File: config.mk
export PLATFORM = sky130hd
export DESIGN_NAME = hazard_scoreboard
export DESIGN_NICKNAME = d
export VERILOG_FILES = /design/src/rtl/hazard_pkg.sv /design/src/rtl/hazard_stage_reg.sv /design/src/rtl/hazard_scoreboard.sv
export SDC_FILE = /design/constraint.sdc
export NUM_CORES = 1
export LEC_CHECK = 0
export CAP_MARGIN = 20
export CORE_MARGIN = 5
export CORE_UTILIZATION = 52
export CTS_BUF_LIST = sky130_fd_sc_hd__clkbuf_16
export DETAILED_ROUTE_END_ITERATION = 8
export HOLD_SLACK_MARGIN = 0.08
export PLACE_DENSITY = 0.89
export SLEW_MARGIN = 0
export SYNTH_ARGS = -nofsm -noshare
export SYNTH_HDL_FRONTEND = slang
export SYNTH_SLANG_ARGS = --single-unit
File: constraint.sdc
create_clock -name clk -period 2.8 [get_ports clk]
set_input_delay 0.56 -clock clk [delete_from_list [all_inputs] [get_ports clk]]
set_output_delay 0.56 -clock clk [all_outputs]
set_load 0.05 [all_outputs]
File: src/rtl/hazard_pkg.sv
`default_nettype none
// ============================================================================
// Module   : hazard_pkg
// Brief    : Shared types for the pipeline hazard scoreboard.
// Revision : 1.0
// ============================================================================
package hazard_pkg;

   // Shadow-stage index fields are sized for the widest supported register file.
   localparam int IDX_MAX_W = 8;

   typedef enum logic [1:0] {
      FWD_RF  = 2'b00,
      FWD_WB  = 2'b01,
      FWD_MEM = 2'b10
   } fwd_sel_t;

   typedef enum logic [0:0] {
      RUN  = 1'b0,
      WAIT = 1'b1
   } state_t;

   typedef struct packed {
      logic                 valid;
      logic [IDX_MAX_W-1:0] rd;
      logic                 regwrite;
      logic                 load;
      logic [IDX_MAX_W-1:0] rs1;
      logic [IDX_MAX_W-1:0] rs2;
   } stage_t;

   localparam stage_t STAGE_BUBBLE = '0;

   function automatic fwd_sel_t fwd_pick(
      input stage_t               m,
      input stage_t               w,
      input logic [IDX_MAX_W-1:0] rs
   );
      fwd_sel_t sel;
      sel = FWD_RF;
      if (w.valid && w.regwrite && (w.rd != '0) && (w.rd == rs)) begin
         sel = FWD_WB;
      end
      // The younger producer in M overrides an older one in W.
      if (m.valid && m.regwrite && (m.rd != '0) && (m.rd == rs)) begin
         sel = FWD_MEM;
      end
      return sel;
   endfunction

endpackage
`default_nettype wire

File: src/rtl/hazard_stage_reg.sv
`default_nettype none
// ============================================================================
// Module   : hazard_stage_reg
// Brief    : One shadow pipeline stage; hold keeps contents, bubble clears it.
// Revision : 1.0
// ============================================================================
module hazard_stage_reg
   import hazard_pkg::*;
(
   input  logic   clk,
   input  logic   rst_n,
   input  logic   hold_i,
   input  logic   bubble_i,
   input  stage_t stage_i,
   output stage_t stage_o
);

   stage_t stage_q;
   stage_t stage_d;

   always_comb begin
      stage_d = stage_i;
      if (hold_i) begin
         stage_d = stage_q;
      end else if (bubble_i) begin
         stage_d = STAGE_BUBBLE;
      end
   end

   always_ff @(posedge clk or negedge rst_n) begin
      if (!rst_n) begin
         stage_q <= STAGE_BUBBLE;
      end else begin
         stage_q <= stage_d;
      end
   end

   assign stage_o = stage_q;

endmodule
`default_nettype wire

File: src/rtl/hazard_scoreboard.sv
`default_nettype none
// ============================================================================
// Module   : hazard_scoreboard
// Brief    : Stall/flush/forward control for a 5-stage pipeline with slow loads.
// Revision : 1.0
// ============================================================================
module hazard_scoreboard
   import hazard_pkg::*;
#(
   parameter int REG_AW   = 5,
   parameter int MEM_WAIT = 0,
   parameter int CNT_W    = 16
) (
   input  logic              clk,
   input  logic              reset,
   input  logic              valid_d,
   input  logic [REG_AW-1:0] rs1_d,
   input  logic [REG_AW-1:0] rs2_d,
   input  logic [REG_AW-1:0] rd_d,
   input  logic              regwrite_d,
   input  logic              load_d,
   input  logic              pcsrc_e,
   output logic              stall_f,
   output logic              stall_d,
   output logic              stall_e,
   output logic              stall_m,
   output logic              flush_d,
   output logic              flush_e,
   output logic [1:0]        fwd_a_e,
   output logic [1:0]        fwd_b_e,
   output logic [CNT_W-1:0]  stall_cnt,
   output logic [CNT_W-1:0]  flush_cnt
);

   localparam logic             WAIT_EN   = (MEM_WAIT > 0);
   localparam logic [2:0]       WAIT_INIT = 3'(MEM_WAIT);
   localparam logic [CNT_W-1:0] CNT_ONE   = CNT_W'(1);

   stage_t           d_stage;
   stage_t           e_q;
   stage_t           m_q;
   stage_t           w_q;
   state_t           state_q;
   state_t           state_d;
   logic [2:0]       wcnt_q;
   logic [2:0]       wcnt_d;
   logic [CNT_W-1:0] stall_cnt_q;
   logic [CNT_W-1:0] stall_cnt_d;
   logic [CNT_W-1:0] flush_cnt_q;
   logic [CNT_W-1:0] flush_cnt_d;
   logic             br;
   logic             lwstall;
   logic             br_taken;
   logic             unused_w_fields;

   always_comb begin
      d_stage          = STAGE_BUBBLE;
      d_stage.valid    = valid_d;
      d_stage.rd       = IDX_MAX_W'(rd_d);
      d_stage.regwrite = regwrite_d;
      d_stage.load     = load_d;
      d_stage.rs1      = IDX_MAX_W'(rs1_d);
      d_stage.rs2      = IDX_MAX_W'(rs2_d);
   end

   // W is filled with bubbles while M is frozen so a result is never retired twice.
   hazard_stage_reg u_stage_e (
      .clk      (clk),
      .rst_n    (reset),
      .hold_i   (stall_e),
      .bubble_i (flush_e),
      .stage_i  (d_stage),
      .stage_o  (e_q)
   );

   hazard_stage_reg u_stage_m (
      .clk      (clk),
      .rst_n    (reset),
      .hold_i   (stall_m),
      .bubble_i (1'b0),
      .stage_i  (e_q),
      .stage_o  (m_q)
   );

   hazard_stage_reg u_stage_w (
      .clk      (clk),
      .rst_n    (reset),
      .hold_i   (1'b0),
      .bubble_i (stall_m),
      .stage_i  (m_q),
      .stage_o  (w_q)
   );

   assign unused_w_fields = ^{w_q.load, w_q.rs1, w_q.rs2};

   assign br      = pcsrc_e & e_q.valid;
   assign lwstall = valid_d & e_q.valid & e_q.load & (e_q.rd != '0)
                  & ((e_q.rd == d_stage.rs1) | (e_q.rd == d_stage.rs2));

   always_comb begin
      state_d  = state_q;
      wcnt_d   = wcnt_q;
      stall_f  = 1'b0;
      stall_d  = 1'b0;
      stall_e  = 1'b0;
      stall_m  = 1'b0;
      flush_d  = 1'b0;
      flush_e  = 1'b0;
      br_taken = 1'b0;
      case (state_q)
         RUN: begin
            if (br) begin
               flush_d  = 1'b1;
               flush_e  = 1'b1;
               br_taken = 1'b1;
            end else if (lwstall) begin
               stall_f = 1'b1;
               stall_d = 1'b1;
               flush_e = 1'b1;
            end
            // Nothing stalls M in RUN, so a valid load in E always advances.
            if (WAIT_EN && e_q.valid && e_q.load) begin
               state_d = WAIT;
               wcnt_d  = WAIT_INIT;
            end
         end
         WAIT: begin
            stall_f = 1'b1;
            stall_d = 1'b1;
            stall_e = 1'b1;
            stall_m = 1'b1;
            if (wcnt_q <= 3'd1) begin
               state_d = RUN;
               wcnt_d  = 3'd0;
            end else begin
               wcnt_d = wcnt_q - 3'd1;
            end
         end
         default: begin
            state_d = RUN;
            wcnt_d  = 3'd0;
         end
      endcase
   end

   always_comb begin
      stall_cnt_d = stall_cnt_q;
      flush_cnt_d = flush_cnt_q;
      if (stall_d && (stall_cnt_q != '1)) begin
         stall_cnt_d = stall_cnt_q + CNT_ONE;
      end
      if (br_taken && (flush_cnt_q != '1)) begin
         flush_cnt_d = flush_cnt_q + CNT_ONE;
      end
   end

   always_ff @(posedge clk or negedge reset) begin
      if (!reset) begin
         state_q     <= RUN;
         wcnt_q      <= 3'd0;
         stall_cnt_q <= '0;
         flush_cnt_q <= '0;
      end else begin
         state_q     <= state_d;
         wcnt_q      <= wcnt_d;
         stall_cnt_q <= stall_cnt_d;
         flush_cnt_q <= flush_cnt_d;
      end
   end

   assign fwd_a_e   = fwd_pick(m_q, w_q, e_q.rs1);
   assign fwd_b_e   = fwd_pick(m_q, w_q, e_q.rs2);
   assign stall_cnt = stall_cnt_q;
   assign flush_cnt = flush_cnt_q;

endmodule
`default_nettype wire

* Word-level counts from Yosys, hierarchy flattened
Cells that the tools add are included.
** Storage, ports and cells
- Register bits :: 100
- Logic and storage cells :: 68
- Output and inout bits :: 42
- Bits of input ports :: 21
** Operators by class
- Eq/ne operators :: 8
- Mux-type cells :: 17
- Bitwise operators :: 7
- Add/sub/neg operators :: 3
- Reductions and logical operators :: 13
- Order comparisons :: 1
** Operator list (count)
- 2-to-1 mux 27 bit :: 2
- adder 16 x 1 -> 16 bit, second input constant :: 2
- equality test 8 bit :: 4
- != test 16 bit, second input constant :: 2
- nonzero test 8 bit :: 3
- equality test 8 x 5 -> 1 bit :: 2
- 2-to-1 mux 1 bit :: 11
- logical AND 1 bit :: 10
- AND 1 bit :: 5
- 2-to-1 mux 2 bit :: 2
- less-or-equal comparator 3 x 1 -> 1 bit, second input constant :: 1
- 2-to-1 mux 3 bit :: 1
- subtractor 3 x 1 -> 3 bit, second input constant :: 1
- one-hot mux 1 bit (2 select lines) :: 1
- inverter 1 bit :: 1
- bitwise OR 1 bit :: 1

* Longest topological paths before layout
Gate-level depths: netlist of the first run.
- Depth in word-level cells :: 8
- Gate-level depth with buffers :: 8
- Mapped depth without buffers :: 7

* Hierarchy
Synthesis of the first run repeated with hierarchy kept, for this count alone.
** Unflattened totals
- Cells, all modules :: 582
- Area total of the unflattened synthesis :: 5665.4 sq um
** Modules (own cells, without submodules)
- hazard_stage_reg :: instances 3, area an instance 1121.1 sq um, seq. area each 675.6 sq um, cells an instance 115
- hazard_scoreboard :: instances 1, area an instance 2302.2 sq um, seq. area each 900.9 sq um, cells an instance 237

* Worst setup path after synthesis of the first run
OpenSTA, ideal clock, no wires.
- Kind :: register -> output
- Start point :: register u_stage_m.stage_q, in the netlist u_stage_m.stage_o[22]
- End point :: output fwd_b_e[0]
- Required time :: 2.240 ns
- Cell stages (with the launch flop) :: 5
- Buffers on the path :: 0
- Arrival :: 3.001 ns
- Slack :: -0.761 ns
- Path through :: dfrtp_1 xnor2_1 nand3_1 nor4_1 nor4_1
** Between the ends
- Word-level cells in the longest chain between the ends :: 4
** RTL lines
- from (decl) :: RTL line hazard_stage_reg.sv:18 : stage_t stage_q;
- from (signal assigned) :: RTL line hazard_stage_reg.sv:34 : stage_q <= stage_d;
- nonzero test 8 bit :: RTL line hazard_pkg.sv:45 : if (m.valid && m.regwrite && (m.rd != '0) && (m.rd == rs)) begin
- logical AND 1 bit :: RTL line hazard_pkg.sv:45
- logical AND 1 bit (*) :: RTL line hazard_pkg.sv:45
- 2-to-1 mux 2 bit (*) :: RTL line hazard_pkg.sv:45
- to (decl) :: RTL line hazard_scoreboard.sv:30 : output logic [1:0] fwd_b_e,
Mark *: on every way between the ends. The rest lies on a longest branch, timed or not.

* Worst setup path in the final report of the first run
- Start point :: register u_stage_w.stage_q, in the netlist u_stage_w.stage_o[20]
- End point :: output fwd_b_e[0]
** Between the ends
- Word-level cells in the longest chain between the ends :: 5
** RTL lines
- from (decl) :: RTL line hazard_stage_reg.sv:18
- from (signal assigned) :: RTL line hazard_stage_reg.sv:34
- nonzero test 8 bit :: RTL line hazard_pkg.sv:41 : if (w.valid && w.regwrite && (w.rd != '0) && (w.rd == rs)) begin
- logical AND 1 bit :: RTL line hazard_pkg.sv:41
- logical AND 1 bit (*) :: RTL line hazard_pkg.sv:41
- 2-to-1 mux 1 bit (*) :: RTL line hazard_pkg.sv:41
- 2-to-1 mux 2 bit (*) :: RTL line hazard_pkg.sv:45
Marked as above.

==> results of run 1 <==
per-stage QoR:
stage | hold slack [ns] | instance area (um2)
floorplan | 0.264 | 3440
global placement | 0.466 | 4180
detailed placement | 0.474 | 4180
CTS | 0.461 | 4430
global route | 0.504 | 4440
finish | 0.426 | 4440
critical path: cells and delay by family, from the launching register on:
kind	cells	cell delay (ns)
buffers and inverters	1	0.18
and+or+nand+nor	3	1.09
DFF	1	0.42
AOI/OAI and AO/OA	1	0.13
synthesized netlist by cell type, types with 3 or more instances:
library cell	number	area [um2]
nand2b_1	18	113
ha_1	4	50.1
mux2_2	9	101
nand3_1	14	70.1
xor2_1	29	254
and3_1	5	31.3
nor2b_1	7	43.8
dfrtp_1	68	1700
xnor2_1	29	254
o21ai_2	9	78.8
nand4_1	14	87.6
o21ai_0	11	55.1
or4_1	3	22.5
nor3_1	9	45.0
nor2_1	12	45.0
nand2_1	31	116
inv_1	7	26.3
nor4_1	5	31.3
clkbuf_1	5	18.8
state kept, by name (all words and copies together) (netlist names):
| register | flops |
|---|---|
| flush_cnt | 16 |
| state_q | 1 |
| u_stage_w.stage_o | 7 |
| u_stage_e.stage_o | 18 |
| u_stage_m.stage_o | 7 |
| wcnt_q | 3 |
| stall_cnt | 16 |
what timing repair did:
action | CTS | global route
resized for setup | 0 | 2
pin swaps | 2 | 2
hold buffers | 0 | 0
setup endpoints to repair | 1 | 4
hold endpoints to repair | 0 | 0
buffers inserted | 1 | 0
final timing paths:
kind,from,end,slack [ns],cells past startpoint
min reg2reg,u_stage_e.stage_o[17],u_stage_e.stage_o[17],0.48,2
max,u_stage_w.stage_o[20],fwd_b_e[0],0.09,5
min,reset,u_stage_e.stage_o[8],0.43,2
min in group clk,u_stage_e.stage_o[17],u_stage_e.stage_o[17],0.48,2
max reg2reg,stall_cnt[0],stall_cnt[1],0.59,7
max in group asynchronous,reset,u_stage_m.stage_o[21],1.78,2
final cells by class:
| type | instances | area, um2 | area share |
|---|---|---|---|
| Sequential cell | 68 | 1700 | 0.384 |
| Inverter | 7 | 26.3 | 0.00592 |
| Clock inverter | 5 | 21.3 | 0.00480 |
| Multi-Input combinational cell | 232 | 1640 | 0.370 |
| Tap cell | 77 | 96.3 | 0.0217 |
| Timing Repair Buffer | 68 | 723 | 0.163 |
| Clock buffer | 9 | 225 | 0.0508 |
where the power goes:
group | leakage (nW) | internal, mW | total, mW | switching (mW)
registers | 0.882 | 1.06 | 1.16 | 0.100
logic | 0.893 | 0.190 | 0.467 | 0.277
clock network | 0.123 | 0.575 | 0.945 | 0.370
total | 1.90 | 1.82 | 2.57 | 0.747
per-layer routing:
layer  global-route usage  wire length [um]  vias up
li1                     -                 -     1227
met2                0.321              3760       62
met4               0.0990               231        0
met1                0.238              3230     1239
met3               0.0488               325       19
met5                    0                 0        -
cell families after synthesis:
family,after synthesis
compound gates,35
flops,68
buf+inv,18
simple gates,125
mux,10
xor+xnor,58
fa+ha+maj,4
==> summary.txt, run 1 <==
Status
  • Status: finished clean

Die
  • Initial Utilization: 0.535
  • Width of the chip: about 91 um
  • Die H: 91.1 um
  • I/O pin count: 63
  • FP Rows: 29
  • Die area: about 0.0083 mm2
  • Core Area: roughly 0.0064 mm2

Placed design
  • PortBufs: a little over 60
  • Placed insts: between 400 and 500
  • Placed wire-length estimate: roughly 5300 um
  • Pre-CTS setup slack: between 0.02 and 0.03 ns
  • Routability cong.: 0.830

STA
  • Relative slew slack: 0.438
  • Final hold vios: 0
  • Final WS setup: roughly 0.09 ns
  • RSZ-0062 raised after global routing: no
  • F_max: roughly 0.37 GHz
  • Tmin final: between 2 and 3 ns
  • Final slew viol count: 0
  • Worst-margin pin slew: ~0.84 ns
  • Setup TNS Final: 0 ns
  • Fin Clk Skew: between 0.007 and 0.008 ns
  • Final setup violation count: 0
  • Period utilisation layout: 0.968

Cells and area
  • N_diodes: 0
  • NumNets Final: 411
  • Commonest non-fill, non-tap cell in the layout: dfrtp_1
  • Synth-to-layout area growth: 29.7%
  • Commonest non-fill, non-tap cells in the layout: 67 x dfrtp_1, 51 x clkdlybuf4s50_1, 31 x nand2_1, 29 x xor2_1, 29 x xnor2_1
  • Non-Filler Instances: 466
  • Final core occ: 0.695
  • Share of layout cells above drive strength 1: 0.147
  • Filler cells: around 480

Worst setup path
  • Setup crit start kind: flop
  • Worst Setup End Kind: output port
  • Crit path kind: reg2out
  • CP required: 2.24 ns
  • Worst Path Arrival: 2.15 ns
  • Crit path max fanout: 3
  • Critical Path Max Stage Delay: ~0.57 ns
  • Crit path top cell by count: or4_1
  • Critical path's slowest cell: or4_1
  • CP Cell Sequence: or4_1 > o211ai_1 > or4_1 > nor4_2 > buf_12

Route
  • Iteration-0 DRC Markers: 120
  • WL/cell: 16.2 um
  • First-pass DRT Iterations: 4
  • Via-to-Cell Ratio: roughly 5.5
  • # DRC: 0
  • ANT nets after route: 0
  • Routed WL: ~7500 um
  • Via Count: between 2k and 3k

Pwr
  • Pwr per Cell Area: 579 mW/mm2
  • Leak pwr: 1.90 nW
  • Worst IR Drop VDD: 526 uV
  • Total Power: about 2.6 mW

Clock network
  • Clock slew at reported path FFs: ~0.050 ns
  • CTS Root Cell: clkbuf_16
  • CTS tree: yes
  • Sink Count: 68
  • Clk_lat worst skew: 0.32 ns
  • CTS H-tree lvls: 3
  • CTS Buf Count: 9
  • CTS Buffer Depth: 2

Synthesis
  • Main synth FF type: dfrtp_1
  • Async S/R FF share, synth: 1.00
  • Synth Net Count: ~340
  • Flop and latch count out of synthesis: 68
  • Portion of netlist area occupied by mux cells: 0.0326
  • Synth Area in Simple Gates: 0.195
  • Syn Inst Count: ~320
  • Post-synthesis xor/xnor area fraction: 0.149
  • Post-Synth Adder-Cell Area: 0.0146
  • Synth unique cells: between 40 and 50
  • Ys Warns: 0
  • Main combinational cell family by area after synthesis: simple AND/OR/NAND/NOR gates
  • Mapped Area: approximately 0.0034 mm2
  • Synth Area in Compound Gates: 0.0805
  • Post-Syn Area per Cell: about 11 um2
  • Post-synthesis sequential area ratio: 0.498
  • Number of flops mapped to enable cells by yosys: 0

GRT
  • Vias in the first global route: between 2k and 3k
  • Grt ovf: 0
  • Largest net degree at the start of global routing: 69
  • GR Util All Layers: 0.195
  • Initial antenna violation count: 0
  • First-pass GRT wire length: approximately 13000 um

Job
  • Max-cap violations: 0

Worst hold path
  • Hold/Removal Path Class: in2async
Power figures use the tool's default switching activity.
==> run 2, diff against run 1 <==
CORE_UTILIZATION = 41   (was 52)
PLACE_DENSITY = 0.71   (was 0.89)
SYNTH_HIERARCHICAL = 1   (was unset)
==> summary.txt, run 2 <==
Route
  • Iteration-0 DRC Markers: 156 (was 120)
  • First-pass DRT Iterations: 4 (unchanged)
  • Via Count: 3300 (was 2547)
  • Via-to-Cell Ratio: 5.02 (was 5.47)
  • ANT nets after route: 0 (unchanged)
  • WL/cell: 14.3 um (was 16.2 um)
  • # DRC: 0 (unchanged)
  • Routed WL: 9420 um (was 7540 um)

Cells and area
  • Filler cells: 968 (was 477)
  • Share of layout cells above drive strength 1: 0.0881 (was 0.147)
  • Area occupied by registers: 0.00208 mm2 (was 0.00170 mm2)
  • Commonest non-fill, non-tap cell in the layout: dfrtp_1 (unchanged)
  • Multi-input gate area: 0.00210 mm2 (was 0.00164 mm2)
  • Commonest non-fill, non-tap cells in the layout: 82 x dfrtp_1, 57 x nand2_1, 53 x clkdlybuf4s50_1, 44 x nand2b_1, 44 x o21ai_1 (was 67 x dfrtp_1, 51 x clkdlybuf4s50_1, 31 x nand2_1, 29 x xor2_1, 29 x xnor2_1)
  • Largest register FFs: 27 (was 18)
  • Non-Filler Instances: 658 (was 466)
  • NumNets Final: 542 (was 411)
  • Synth-to-layout area growth: 26.2% (was 29.7%)
  • Final core occ: 0.529 (was 0.695)
  • N_diodes: 0 (unchanged)

Clock network
  • CTS Root Cell: clkbuf_16 (unchanged)
  • Clk_lat worst skew: 0.34 ns (was 0.32 ns)
  • CTS Buffer Depth: 2 (unchanged)
  • Clock slew at reported path FFs: 0.07 ns (was 0.05 ns)
  • CTS Buf Count: 9 (unchanged)
  • CTS tree: yes (unchanged)
  • CTS H-tree lvls: 3 (unchanged)
  • Hold buffers post-CTS: 0 (unchanged)
  • Sink Count: 83 (was 68)

STA
  • Fin Clk Skew: 0.0103 ns (was 0.00751 ns)
  • Period utilisation layout: 0.957 (was 0.968)
  • Final WS setup: 0.120 ns (was 0.0899 ns)
  • Worst-margin pin slew: 0.515 ns (was 0.843 ns)
  • Final setup violation count: 0 (unchanged)
  • Final slew viol count: 0 (unchanged)
  • Final Hold Slack: 0.168 ns (was 0.426 ns)
  • Final hold vios: 0 (unchanged)
  • F_max: 0.373 GHz (was 0.369 GHz)
  • Relative slew slack: 0.656 (was 0.438)
  • Setup TNS Final: 0 ns (unchanged)
  • RSZ-0062 raised after global routing: no (unchanged)
  • Tmin final: 2.68 ns (was 2.71 ns)

Placed design
  • Pre-CTS setup slack: 0.108 ns (was 0.0293 ns)
  • Routability cong.: 0.847 (was 0.830)
  • PortBufs: 62 (unchanged)
  • Placed wire-length estimate: 7020 um (was 5340 um)
  • Placed insts: 642 (was 451)

Worst setup path
  • Crit path kind: reg2out (unchanged)
  • CP required: 2.24 ns (about the same)
  • Crit path max fanout: 5 (was 3)
  • Setup crit start kind: flop (unchanged)
  • Worst Setup End Kind: output port (unchanged)
  • Worst Path Arrival: 2.12 ns (was 2.15 ns)
  • Reg-to-reg setup timing slack: 0.63 ns (was 0.59 ns)

Pwr
  • Leak pwr: 2.41 nW (was 1.90 nW)
  • Pwr per Cell Area: 572 mW/mm2 (was 579 mW/mm2)
  • Worst IR Drop VDD: 549 uV (was 526 uV)

Die
  • Initial Utilization: 0.419 (was 0.535)
  • FP Rows: 37 (was 29)
  • Core Area: 0.0103 mm2 (was 0.00639 mm2)
  • Width of the chip: 112 um (was 91.1 um)
  • Die H: 112 um (was 91.1 um)
  • I/O pin count: 63 (unchanged)
  • Die area: 0.0126 mm2 (was 0.00830 mm2)

Synthesis
  • Ys Warns: 6 (was 0)
  • Mapped Area: 0.00430 mm2 (was 0.00342 mm2)
  • Syn Inst Count: 446 (was 318)
  • Post-Syn Area per Cell: 9.65 um2 (was 10.8 um2)

GRT
  • Largest net degree at the start of global routing: 60 (was 69)
  • Grt ovf: 0 (unchanged)
  • Vias in the first global route: 3328 (was 2677)
  • GR Util All Layers: 0.154 (was 0.195)
  • First-pass GRT wire length: 15900 um (was 13000 um)
  • Initial antenna violation count: 0 (unchanged)

Status
  • Status: finished clean (unchanged)

Worst hold path
  • Hold/Removal Path Class: in2async (unchanged)

Job
  • Max-cap violations: 0 (unchanged)
run 2: area by class of cell:
class / count / share of cell area
clock buffer: 9 / 0.0415
sequential: 83 / 0.383
clock inverter: 7 / 0.0150
multi-input combinational: 342 / 0.387
timing repair buffer: 74 / 0.138
inverter: 7 / 0.00484
tap: 136 / 0.0313
run 2: critical path, stage by stage (launching register included):
cell and delay, ns:
dfrtp_1 0.47, or4_1 0.54, nor2_1 0.13, nor4_2 0.06, buf_4 0.14, a31oi_4 0.18
inv_2 0.11, buf_12 0.16
run 2: layer usage:
metal / vias to the layer above / global-route usage / part of all wire
li1: 1626 / - / -
met1: 1592 / 0.207 / 0.48
met2: 70 / 0.239 / 0.46
met3: 12 / 0.0345 / 0.037
met4: 0 / 0.0641 / 0.020
met5: - / 0 / 0
run 2: through the flow:
step	instance area (um2)	total power, mW
floorplan	4360	1.72
global placement	5120	1.91
detailed placement	5120	1.92
CTS	5430	3.14
global route	5430	3.24
finish	5430	3.11
run 2: repair_timing:
item | 4_1_cts | 5_1_grt
resized for setup | 0 | 1
setup endpoints to repair | 0 | 2
setup buffers | 0 | 0
run 2: final timing paths:
path / endpoint / depth (start not counted) / start
min reg2reg: u_stage_e/stage_o[17] / 2 / u_stage_e/stage_o[17]
max: stall_f / 7 / u_stage_e/stage_o[19]
min: u_stage_e/stage_o[17] / 1 / reset
min in group clk: u_stage_e/stage_o[17] / 2 / u_stage_e/stage_o[17]
max reg2reg: stall_cnt[11] / 9 / u_stage_e/stage_o[19]
max in group asynchronous: stall_cnt[14] / 2 / reset
run 2: where the power goes:
group          switching (mW)  internal, mW
Combinational           0.290         0.213
Clock                   0.503         0.705
Sequential              0.117          1.28
Total                   0.910          2.20
==> run 3, diff against run 2 <==
ABC_AREA = 1   (was unset)
==> summary.txt, run 3 <==
Worst setup path
  • WP buf/inv: 3 (unchanged)
  • CP Cell Sequence: clkdlybuf4s50_1 > nand2_1 > inv_1 > nor2_1 > nor2_1 > nand3_1 > nand2_1 > nand2_2 > o21ai_1 > buf_12 (was or4_1 > nor2_1 > nor4_2 > buf_4 > a31oi_4 > inv_2 > buf_12)
  • Critical path's slowest cell: clkdlybuf4s50_1 (was or4_1)
  • Worst Setup End Kind: output port (unchanged)
  • Crit path kind: in2out (was reg2out)
  • CP required: 2.24 ns (about the same)
  • CP delay by family, top: buffers and inverters (was simple AND/OR/NAND/NOR gates)
  • Setup crit start kind: primary input (was flop)
  • Critical Path Max Stage Delay: 0.51 ns (was 0.54 ns)
  • Worst Path Arrival: 2.10 ns (was 2.12 ns)
  • Crit path max fanout: 3 (was 5)

Clock network
  • CTS Buf Count: 9 (unchanged)
  • CTS tree: yes (unchanged)
  • CTS Root Cell: clkbuf_16 (unchanged)
  • CTS Buffer Depth: 2 (unchanged)
  • CTS H-tree lvls: 3 (unchanged)
  • Clk_lat worst skew: 0.33 ns (was 0.34 ns)
  • Clock slew at reported path FFs: 0.06 ns (was 0.07 ns)
  • Post-CTS Setup Bufs: 0 (unchanged)
  • Sink Count: 83 (unchanged)

Die
  • Width of the chip: 116 um (was 112 um)
  • Core Area: 0.0109 mm2 (was 0.0103 mm2)
  • Die H: 116 um (was 112 um)
  • I/O pin count: 63 (unchanged)
  • FP Rows: 38 (was 37)
  • Die area: 0.0135 mm2 (was 0.0126 mm2)
  • Initial Utilization: 0.423 (was 0.419)

Pwr
  • Leak pwr: 2.77 nW (was 2.41 nW)
  • Worst IR Drop VDD: 501 uV (was 549 uV)
  • Pwr per Cell Area: 575 mW/mm2 (was 572 mW/mm2)
  • Total Power: 3.28 mW (was 3.11 mW)

STA
  • Final WS setup: 0.143 ns (was 0.120 ns)
  • Final hold vios: 0 (unchanged)
  • Final slew viol count: 0 (unchanged)
  • Worst-margin pin slew: 0.559 ns (was 0.515 ns)
  • Period utilisation layout: 0.949 (was 0.957)
  • Setup TNS Final: 0 ns (unchanged)
  • Final setup violation count: 0 (unchanged)
  • Fin Clk Skew: 0.00797 ns (was 0.0103 ns)
  • F_max: 0.376 GHz (was 0.373 GHz)
  • RSZ-0062 raised after global routing: no (unchanged)
  • Relative slew slack: 0.627 (was 0.656)
  • Tmin final: 2.66 ns (was 2.68 ns)

Cells and area
  • Commonest non-fill, non-tap cells in the layout: 244 x nand2_1, 82 x dfrtp_1, 51 x clkdlybuf4s50_1, 43 x nor2_1, 34 x inv_1 (was 82 x dfrtp_1, 57 x nand2_1, 53 x clkdlybuf4s50_1, 44 x nand2b_1, 44 x o21ai_1)
  • Commonest non-fill, non-tap cell in the layout: nand2_1 (was dfrtp_1)
  • Share of layout cells above drive strength 1: 0.0815 (was 0.0881)
  • Final core occ: 0.521 (was 0.529)
  • Filler cells: 1045 (was 968)
  • Synth-to-layout area growth: 23.1% (was 26.2%)
  • Largest register FFs: 27 (unchanged)
  • NumNets Final: 670 (was 542)
  • N_diodes: 0 (unchanged)

GRT
  • Largest net degree at the start of global routing: 53 (was 60)
  • First-pass GRT wire length: 18800 um (was 15900 um)
  • Grt ovf: 0 (unchanged)
  • Initial antenna violation count: 0 (unchanged)
  • GR Util All Layers: 0.173 (was 0.154)
  • Vias in the first global route: 3957 (was 3328)

Synthesis
  • Ys Warns: 6 (unchanged)
  • Post-Syn Area per Cell: 7.98 um2 (was 9.65 um2)
  • Syn Inst Count: 580 (was 446)
  • Mapped Area: 0.00463 mm2 (was 0.00430 mm2)

Route
  • ANT nets after route: 0 (unchanged)
  • Routed WL: 11000 um (was 9420 um)
  • Iteration-0 DRC Markers: 218 (was 156)
  • Via-to-Cell Ratio: 5.05 (was 5.02)
  • First-pass DRT Iterations: 5 (was 4)
  • WL/cell: 13.9 um (was 14.3 um)
  • # DRC: 0 (unchanged)
  • Via Count: 3986 (was 3300)

Job
  • Max-cap violations: 0 (unchanged)

Placed design
  • Routability cong.: 0.916 (was 0.847)
  • Placed wire-length estimate: 7910 um (was 7020 um)
  • PortBufs: 62 (unchanged)
  • Pre-CTS setup slack: 0.152 ns (was 0.108 ns)

Status
  • Status: finished clean (unchanged)

Worst hold path
  • Hold/Removal Path Class: in2async (unchanged)
## run 3: metal layers
metal  GRT usage  vias to the layer above  share of wire
li1            -                     1933              -
met1       0.220                     1921           0.44
met2       0.286                      112           0.50
met3      0.0409                       20          0.044
met4      0.0634                        0          0.021
met5           0                        -              0
## run 3: final timing paths
check	startpoint	to	slack (ns)	depth (start not counted)
worst max-delay path	rs2_d[0]	flush_e	0.14	10
worst min-delay path	reset	flush_cnt[2]	0.16	1
worst max register to register	u_stage_e/stage_o[18]	u_stage_e/stage_o[4]	0.84	12
worst min register to register	u_stage_e/stage_o[17]	u_stage_m/stage_o[17]	0.47	2
max in group asynchronous	reset	u_stage_e/stage_o[3]	2.01	2
min in group clk	u_stage_e/stage_o[17]	u_stage_m/stage_o[17]	0.47	2
## run 3: cell type report
cell class	instances	area, um2	share of cell area
multi-input combinational	445	2260	0.396
sequential	83	2080	0.365
timing repair buffer	68	707	0.124
clock buffer	9	225	0.0395
tap	140	175	0.0307
inverter	38	143	0.0250
clock inverter	7	115	0.0202
## run 3: power by group
group	total, mW	internal (mW)	switching (mW)
Combinational	0.532	0.206	0.326
Sequential	1.40	1.28	0.119
Clock	1.34	0.870	0.472
## run 3: worst reg2reg max path, stage by stage, from the launching register on
cell	delay [ns]
dfrtp_1	0.47
nand2_1	0.11
inv_1	0.05
nor2_1	0.08
nor2_1	0.05
nand3_1	0.06
nand2_1	0.06
nand2_2	0.12
o21ai_1	0.13
buf_4	0.19
nor2_8	0.33
nand2_1	0.16
nand2_1	0.08
## run 3: metrics by stage
stage	instance area, um2	hold slack (ns)	instances
floorplan	4680	0.264	590
global placement	5360	0.459	774
detailed placement	5360	0.465	774
CTS	5700	0.178	790
global route	5700	0.197	790
finish	5700	0.164	790
## run 3: timing repair
action / CTS / global route
pin swaps: 0 / 0
setup endpoints to repair: 1 / 1
hold buffers: 0 / 0
resized for setup: 1 / 1
